File: src/rtl/t06_lcd1602_rx.sv
// HD44780-style 1602 LCD bus receiver: decodes instruction/data writes and
// mirrors the 2x16 visible character buffer onto two packed 128-bit rows.
module t06_lcd1602_rx #(
    parameter logic [7:0] BLANK_CHAR = 8'h20
) (
    input  logic         clk,
    input  logic         rst,
    input  logic         lcd_en,
    input  logic         lcd_rw,
    input  logic         lcd_rs,
    input  logic [7:0]   lcd_data,
    output logic [127:0] row_1,
    output logic [127:0] row_2,
    output logic [6:0]   ddram_addr,
    output logic         display_on,
    output logic         busy,
    output logic         wr_strobe,
    output logic         cmd_strobe,
    output logic         drop
);

    typedef enum logic {
        ST_IDLE,
        ST_CLEAR
    } state_t;

    // Two-line DDRAM map: 0x00-0x27 and 0x40-0x67 form one 80-cell ring.
    function automatic logic [6:0] step_addr(input logic [6:0] addr, input logic up);
        logic [6:0] res;
        if (up) begin
            if (addr == 7'h27)      res = 7'h40;
            else if (addr == 7'h67) res = 7'h00;
            else                    res = addr + 7'd1;
        end else begin
            if (addr == 7'h00)      res = 7'h67;
            else if (addr == 7'h40) res = 7'h27;
            else                    res = addr - 7'd1;
        end
        return res;
    endfunction

    logic       en_q;
    logic       rs_q;
    logic       rw_q;
    logic [7:0] data_q;

    state_t     state_reg, state_next;
    logic [6:0] addr_reg, addr_next;
    logic       inc_reg, inc_next;
    logic       disp_reg, disp_next;
    logic [4:0] clr_idx_reg, clr_idx_next;
    logic       wr_strobe_reg, wr_strobe_next;
    logic       cmd_strobe_reg, cmd_strobe_next;
    logic       drop_reg, drop_next;

    logic [7:0] cell_reg [32];
    logic       cell_we;
    logic [4:0] cell_idx;
    logic [7:0] cell_val;

    logic       commit;

    assign commit = en_q & ~lcd_en;

    always_ff @(posedge clk or negedge rst) begin
        if (!rst) begin
            en_q   <= 1'b0;
            rs_q   <= 1'b0;
            rw_q   <= 1'b0;
            data_q <= 8'h00;
        end else begin
            en_q   <= lcd_en;
            rs_q   <= lcd_rs;
            rw_q   <= lcd_rw;
            data_q <= lcd_data;
        end
    end

    always_comb begin
        state_next      = state_reg;
        addr_next       = addr_reg;
        inc_next        = inc_reg;
        disp_next       = disp_reg;
        clr_idx_next    = clr_idx_reg;
        wr_strobe_next  = 1'b0;
        cmd_strobe_next = 1'b0;
        drop_next       = 1'b0;
        cell_we         = 1'b0;
        cell_idx        = 5'd0;
        cell_val        = BLANK_CHAR;

        case (state_reg)
            ST_CLEAR: begin
                cell_we      = 1'b1;
                cell_idx     = clr_idx_reg;
                cell_val     = BLANK_CHAR;
                clr_idx_next = clr_idx_reg + 5'd1;
                if (clr_idx_reg == 5'd31) begin
                    state_next = ST_IDLE;
                end
                // Reads are never honoured, so they are not counted as drops.
                if (commit && !rw_q) begin
                    drop_next = 1'b1;
                end
            end

            default: begin
                if (commit && !rw_q) begin
                    if (rs_q) begin
                        wr_strobe_next = 1'b1;
                        addr_next      = step_addr(addr_reg, inc_reg);
                        if (addr_reg[6:4] == 3'b000) begin
                            cell_we  = 1'b1;
                            cell_idx = {1'b0, addr_reg[3:0]};
                            cell_val = data_q;
                        end else if (addr_reg[6:4] == 3'b100) begin
                            cell_we  = 1'b1;
                            cell_idx = {1'b1, addr_reg[3:0]};
                            cell_val = data_q;
                        end
                    end else begin
                        casez (data_q)
                            8'b1???????: begin
                                cmd_strobe_next = 1'b1;
                                addr_next       = data_q[6:0];
                            end
                            8'b01??????,
                            8'b001?????: begin
                                cmd_strobe_next = 1'b1;
                            end
                            8'b0001????: begin
                                cmd_strobe_next = 1'b1;
                                if (!data_q[3]) begin
                                    addr_next = step_addr(addr_reg, data_q[2]);
                                end
                            end
                            8'b00001???: begin
                                cmd_strobe_next = 1'b1;
                                disp_next       = data_q[2];
                            end
                            8'b000001??: begin
                                cmd_strobe_next = 1'b1;
                                inc_next        = data_q[1];
                            end
                            8'b0000001?: begin
                                cmd_strobe_next = 1'b1;
                                addr_next       = 7'h00;
                            end
                            8'b00000001: begin
                                cmd_strobe_next = 1'b1;
                                addr_next       = 7'h00;
                                inc_next        = 1'b1;
                                clr_idx_next    = 5'd0;
                                state_next      = ST_CLEAR;
                            end
                            default: begin
                            end
                        endcase
                    end
                end
            end
        endcase
    end

    always_ff @(posedge clk or negedge rst) begin
        if (!rst) begin
            state_reg      <= ST_IDLE;
            addr_reg       <= 7'h00;
            inc_reg        <= 1'b1;
            disp_reg       <= 1'b0;
            clr_idx_reg    <= 5'd0;
            wr_strobe_reg  <= 1'b0;
            cmd_strobe_reg <= 1'b0;
            drop_reg       <= 1'b0;
        end else begin
            state_reg      <= state_next;
            addr_reg       <= addr_next;
            inc_reg        <= inc_next;
            disp_reg       <= disp_next;
            clr_idx_reg    <= clr_idx_next;
            wr_strobe_reg  <= wr_strobe_next;
            cmd_strobe_reg <= cmd_strobe_next;
            drop_reg       <= drop_next;
        end
    end

    // Cells stay in flops: all 32 are visible in parallel on the row buses.
    always_ff @(posedge clk or negedge rst) begin
        if (!rst) begin
            for (int i = 0; i < 32; i++) begin
                cell_reg[i] <= BLANK_CHAR;
            end
        end else if (cell_we) begin
            cell_reg[cell_idx] <= cell_val;
        end
    end

    genvar gi;
    generate
        for (gi = 0; gi < 16; gi++) begin : g_pack
            assign row_1[127 - 8*gi -: 8] = cell_reg[gi];
            assign row_2[127 - 8*gi -: 8] = cell_reg[16 + gi];
        end
    endgenerate

    assign ddram_addr = addr_reg;
    assign display_on = disp_reg;
    assign busy       = (state_reg == ST_CLEAR);
    assign wr_strobe  = wr_strobe_reg;
    assign cmd_strobe = cmd_strobe_reg;
    assign drop       = drop_reg;

endmodule
File: config.mk
export PLATFORM = sky130hd
export DESIGN_NAME = t06_lcd1602_rx
export DESIGN_NICKNAME = d
export VERILOG_FILES = /design/src/rtl/t06_lcd1602_rx.sv
export SDC_FILE = /design/constraint.sdc
export NUM_CORES = 1
export LEC_CHECK = 0
export ABC_AREA = 1
export CORE_MARGIN = 2
export CORE_UTILIZATION = 46
export DETAILED_ROUTE_END_ITERATION = 16
export PLACE_DENSITY = 0.75
export SYNTH_ARGS = -nofsm -noshare
export SYNTH_HDL_FRONTEND = slang
export SYNTH_SLANG_ARGS = --single-unit
File: constraint.sdc
create_clock -name clk -period 3.3 [get_ports clk]
set_clock_uncertainty 0.15 [all_clocks]
set_input_delay 0.825 -clock clk [delete_from_list [all_inputs] [get_ports clk]]
set_output_delay 0.825 -clock clk [all_outputs]
set_load 0.02 [all_outputs]
Word-level counts from Yosys, hierarchy flattened. Cells that the tools add are included.

Bitwise operators: 5. Order comparisons: 2. Equal/unequal tests: 14. Muxes and demuxes: 46. Reductions and logical operators: 15. Add/sub/neg operators: 3.

Operator list (number): $bwmux 256 (1); $mux 7 (8); $mux 8 (6); $mux 5 (9); $demux 8 s5 (1); $pmux 7 s3 (1); $mux 1 (19); $eq 7x7->1 const B (2); $reduce_and 4->1 (3); $eq 8x1->1 const B (1); $reduce_or 8->1 (1); $add 7x1->7 const B (1); $eq 7x1->1 const B (1); $eq 7x6->1 const B (1); $logic_not 7->1 (1); $sub 7x1->7 const B (1); $eq 6x1->1 const B (1); $ge 6x6->1 const B (1); $lt 6x1->1 const B (1); $not 5->6 (1); $reduce_bool 2->1 (3); $add 5x1->5 const B (1); $eq 5x1->1 const B (1); $eq 5x5->1 const B (1); 15 further kinds (18).

Flip-flop bits (word level): 285. Input port bits: 13. Logic and storage cells: 129. Output and inout bits: 268.

Longest topological paths before layout.
Depth in word-level cells: 12. Mapped depth: 13. Mapped depth without buffers: 11.

Worst setup path before layout. No wires, ideal clock.

Path type: in2reg. From: input port lcd_en. To: register cell_reg, in the netlist row_2[39]. Setup time: 123 ps. Slack: 963 ps. Stages on the path: 11. Required time: 3027 ps. Arrival time: 2064 ps. Buffers on the path: 1. Cells stage by stage: inv_1 > nand3_2 > inv_1 > nand2_4 > nand2_8 > nand2_8 > nor2_8 > inv_4 > buf_6 > o21ai_0 > nand2_1.

Word-level cells in the longest chain between the ends: 11. Elaborated cells between the ends (all ways): 16. Those cells by class: order compare (2); mux (9); bitwise (3); reduce/logical (2).

Ends and longest elaborated chain: start, declared (RTL line 8) `input logic lcd_en,`; $not 1->1 (*) (RTL line 63) `assign commit = en_q & ~lcd_en;`; $and 1x1->1 (*) (RTL line 63); $logic_and 1x1->1 (*) (RTL line 108) `if (commit && !rw_q) begin`; $mux 5 (RTL line 108); $mux 5 (RTL line 92) `case (state_reg)`; $not 5->6 (not written as such) (RTL line 194) `cell_reg[cell_idx] <= cell_val;`; $ge 6x6->1 (not written as such) or $lt 6x1->1 (tied branches) (RTL line 194); $logic_and 1x1->1 (not written as such) (RTL line 194); $mux 8 (not written as such) (RTL line 194); $demux 8 s5 (RTL line 194); $bwmux 256 (RTL line 194); end signal, assigned by index (RTL line 194); end, declared (RTL line 56) `logic [7:0] cell_reg [32];`.

Mark *: on every way between the ends. The rest lies on a longest branch, timed or not. A chain may end at the register's enable or synchronous reset.

Worst setup path after layout.
From: register state_reg (netlist: busy). To: output port busy.

RTL lines: start, declared (RTL line 47) `state_t state_reg, state_next;`; start signal, assigned (RTL line 176) `state_reg <= state_next;`; end, declared (RTL line 16) `output logic busy,`.

No word-level cell between the ends.

==> results.toml <==
[outcome]
status = "complete, no violations"

[worst_setup_path]
r2r_slack_ns = 0.65
critPathMaxFanout = 21
critPathKind = "flip-flop to output port"
slowest_stage = "dfrtp_1"
crit-reg2reg-launch = "busy$_DFF_PN0_"
worst_r2r_endpoint = "row_1[74]$_DFFE_PN0P_"
cp_top_family = "flip-flops"
r2r_cells = 9
max_stage_delay_ns = 0.79
required_ns = 2.32
cp-start-kind = "flip-flop"
crit_path_cell_trace = "clkdlybuf4s50_1"
crit_buf_inv = 1
endpoint_kind = "output port"
arrival_ns = 2.07

[synth]
synthesis.nets = 1309
netlist_area_sq_um = 11800
synth_ff_type = "dfrtp_1"
synth.area.top_cells = "dfrtp_1 53%, nand2_1 19%, dfstp_2 7.3%, o21ai_1 4.8%, o21ai_0 2.4%"
synth_top_area_frac = 0.534
ys_seq_area_frac = 0.607
syn_inst = 1292
yosys_warnings = 0
synth_most_common_cell = "nand2_1"
ys_ff_latch = 285
synth_commonest_cells = "587 x nand2_1, 252 x dfrtp_1, 114 x o21ai_1"
synth_edf_count = 0
yosysTopAreaCell = "dfrtp_1"
synth.avg_cell_area_sq_um = 9.14
ys_types = 33
async_reset_ff_frac = 1.00

[cts]
h-tree-depth = 1
cts_hold_buf = 0
cts_setup_buffers = 0
ctsResizeCount = 0
numCtsBuffers = 30
clk_latency_ns = 0.55
root_buffer = "clkbuf_16"
clock-sinks = 285
clkTransAtPathRegs_ns = 0.06
cts_buffer_depth = 3
cts_tree = "done"

[floorplanning]
die_x_um = 164
start_util = 0.469
die-area_sq_um = 27000
io_pins = 281
die_y_um = 164
fp.coreArea_sq_um = 25200
rows = 58

[layout]
area_growth_pct = 35.6
stdcell_count = 1936
drive_above_1_share = 0.112
diodes = 0
num-nets-final = 1600

[global_route]
grt_pass1_wl_um = 54800
grt_use_total = 0.262
grt_pass1_vias = 9647
grt_antenna_before_repair = 0
grt_max_degree = 74
grt_overflow = 0

[detailed_routing]
wl_per_cell_um = 18.0
antenna_left = 0
avgViaCountPerCell = 5.09
dr.pass1.iters = 5
routed_wl_um = 34900
drc = 0
num_vias = 9848
drt-initial-drc-count = 712

[sta]
worst_slack_ns = 0.259
tightest_slew_ns = 0.751
rsz0062_at_grt = "false"
finalSetupViolations = 0
final.setup.tns_ns = 0
relSlewSlack = 0.499
post-route-min-period_ns = 3.04
slew_viol_final = 0
finalHoldViolations = 0
hold_slack_ns = 0.0818
fmax_mhz = 329
fin_crit_sh = 0.922

[placed_design]
pre_cts_ws_ns = 0.0613
dp.cells = 1881
port_buffers = 280
hpwl_um = 23900
place_congestion = 0.889

[flow_run]
maxCapViolCount = 0

[power_and_ir_drop]
powerDensity_nw_per_um2 = 488
leakagePower_nw = 7.67
finalPower_mw = 7.82
ir_worst_vdd_v = 0.000468

[hold_path]
hp-class = "input pin to async pin"
-- layout make-up --
cell class / instances / area [sq um]
Clock buffer: 46 / 882
Clock inverter: 9 / 125
Fill cell: 2070 / 9160
Inverter: 49 / 191
Multi-Input combinational cell: 914 / 4230
Sequential cell: 285 / 7170
Tap cell: 330 / 413
Timing Repair Buffer: 303 / 3010
-- logic make-up (layout without fill, tap and decap cells) --
kind of cell             count (synthesis)  count (layout)  share of synthesized area
AO/OA/AOI/OAI                          179             179                     0.0777
adder cells (fa/ha/maj)                  4               4                    0.00424
flip-flops                             285             285                      0.607
AND/OR/NAND/NOR                        728             728                      0.274
buffers and inverters                   93             407                     0.0347
XOR/XNOR                                 3               3                    0.00222
-- per-layer routing --
layer  up-vias  track usage  wire, um
li1       4698            -         -
met1      4704        0.350     14500
met2       386        0.420     16200
met3        60       0.0735      3340
met4         0       0.0770       875
met5         -            0         0
-- worst max-delay path by stage --
stage	slack (ns)	start	endpoint	depth (start not counted)
3_5_place_dp	0.06	lcd_en	row_2[126]$_DFFE_PN0P_	12
3_3_place_gp	0.06	lcd_en	row_2[122]$_DFFE_PN0P_	12
5_1_grt	0.17	busy$_DFF_PN0_	busy	1
2_1_floorplan	0.96	lcd_en	row_2[39]$_DFFE_PN0P_	11
6_report	0.26	busy$_DFF_PN0_	busy	1
4_1_cts	0.24	busy$_DFF_PN0_	busy	1
-- cells in the final DEF (no fill, tap or decap), types with 3 or more instances in the layout --
cell,Yosys,routed
nand4_1,10,10
nand2_8,3,3
clkbuf_8,0,5
buf_4,2,21
nor2_4,12,12
bufinv_16,0,3
clkbuf_1,13,10
nor2_1,30,30
clkdlybuf4s50_1,0,279
nand2_1,587,587
inv_1,39,39
dfrtp_1,252,252
nor2_8,7,7
nand2_4,7,7
dfstp_2,33,33
nand3_2,3,3
ha_1,4,4
inv_4,3,3
nor3_1,7,7
nand3_1,27,27
o21ai_0,57,57
inv_2,7,7
nand2_2,19,19
o211ai_1,4,4
nor2_2,13,13
clkinv_2,0,4
o21ai_1,114,114
clkbuf_16,0,31
-- per-stage QoR --
stage	util	cell area (sq um)
2_1_floorplan	-	11800
4_1_cts	0.636	16000
6_report	0.636	16000
3_3_place_gp	0.596	15000
3_5_place_dp	0.596	15000
5_1_grt	0.636	16000
-- worst register-to-register path: stages (launching register included) --
cell and delay, ns:
dfrtp_1 0.79, inv_2 0.30, nor2_1 0.25, a21oi_4 0.07, nand2_8 0.13, nand2_2 0.11, inv_4 0.16, nand3_2 0.30
nand2_1 0.16, o21ai_1 0.08
-- power by group --
part	internal (mW)	total (mW)	switching (mW)
Combinational	0.258	0.693	0.436
Clock	2.06	3.42	1.36
Sequential	3.60	3.70	0.105
(Power assumes the default switching activity.)
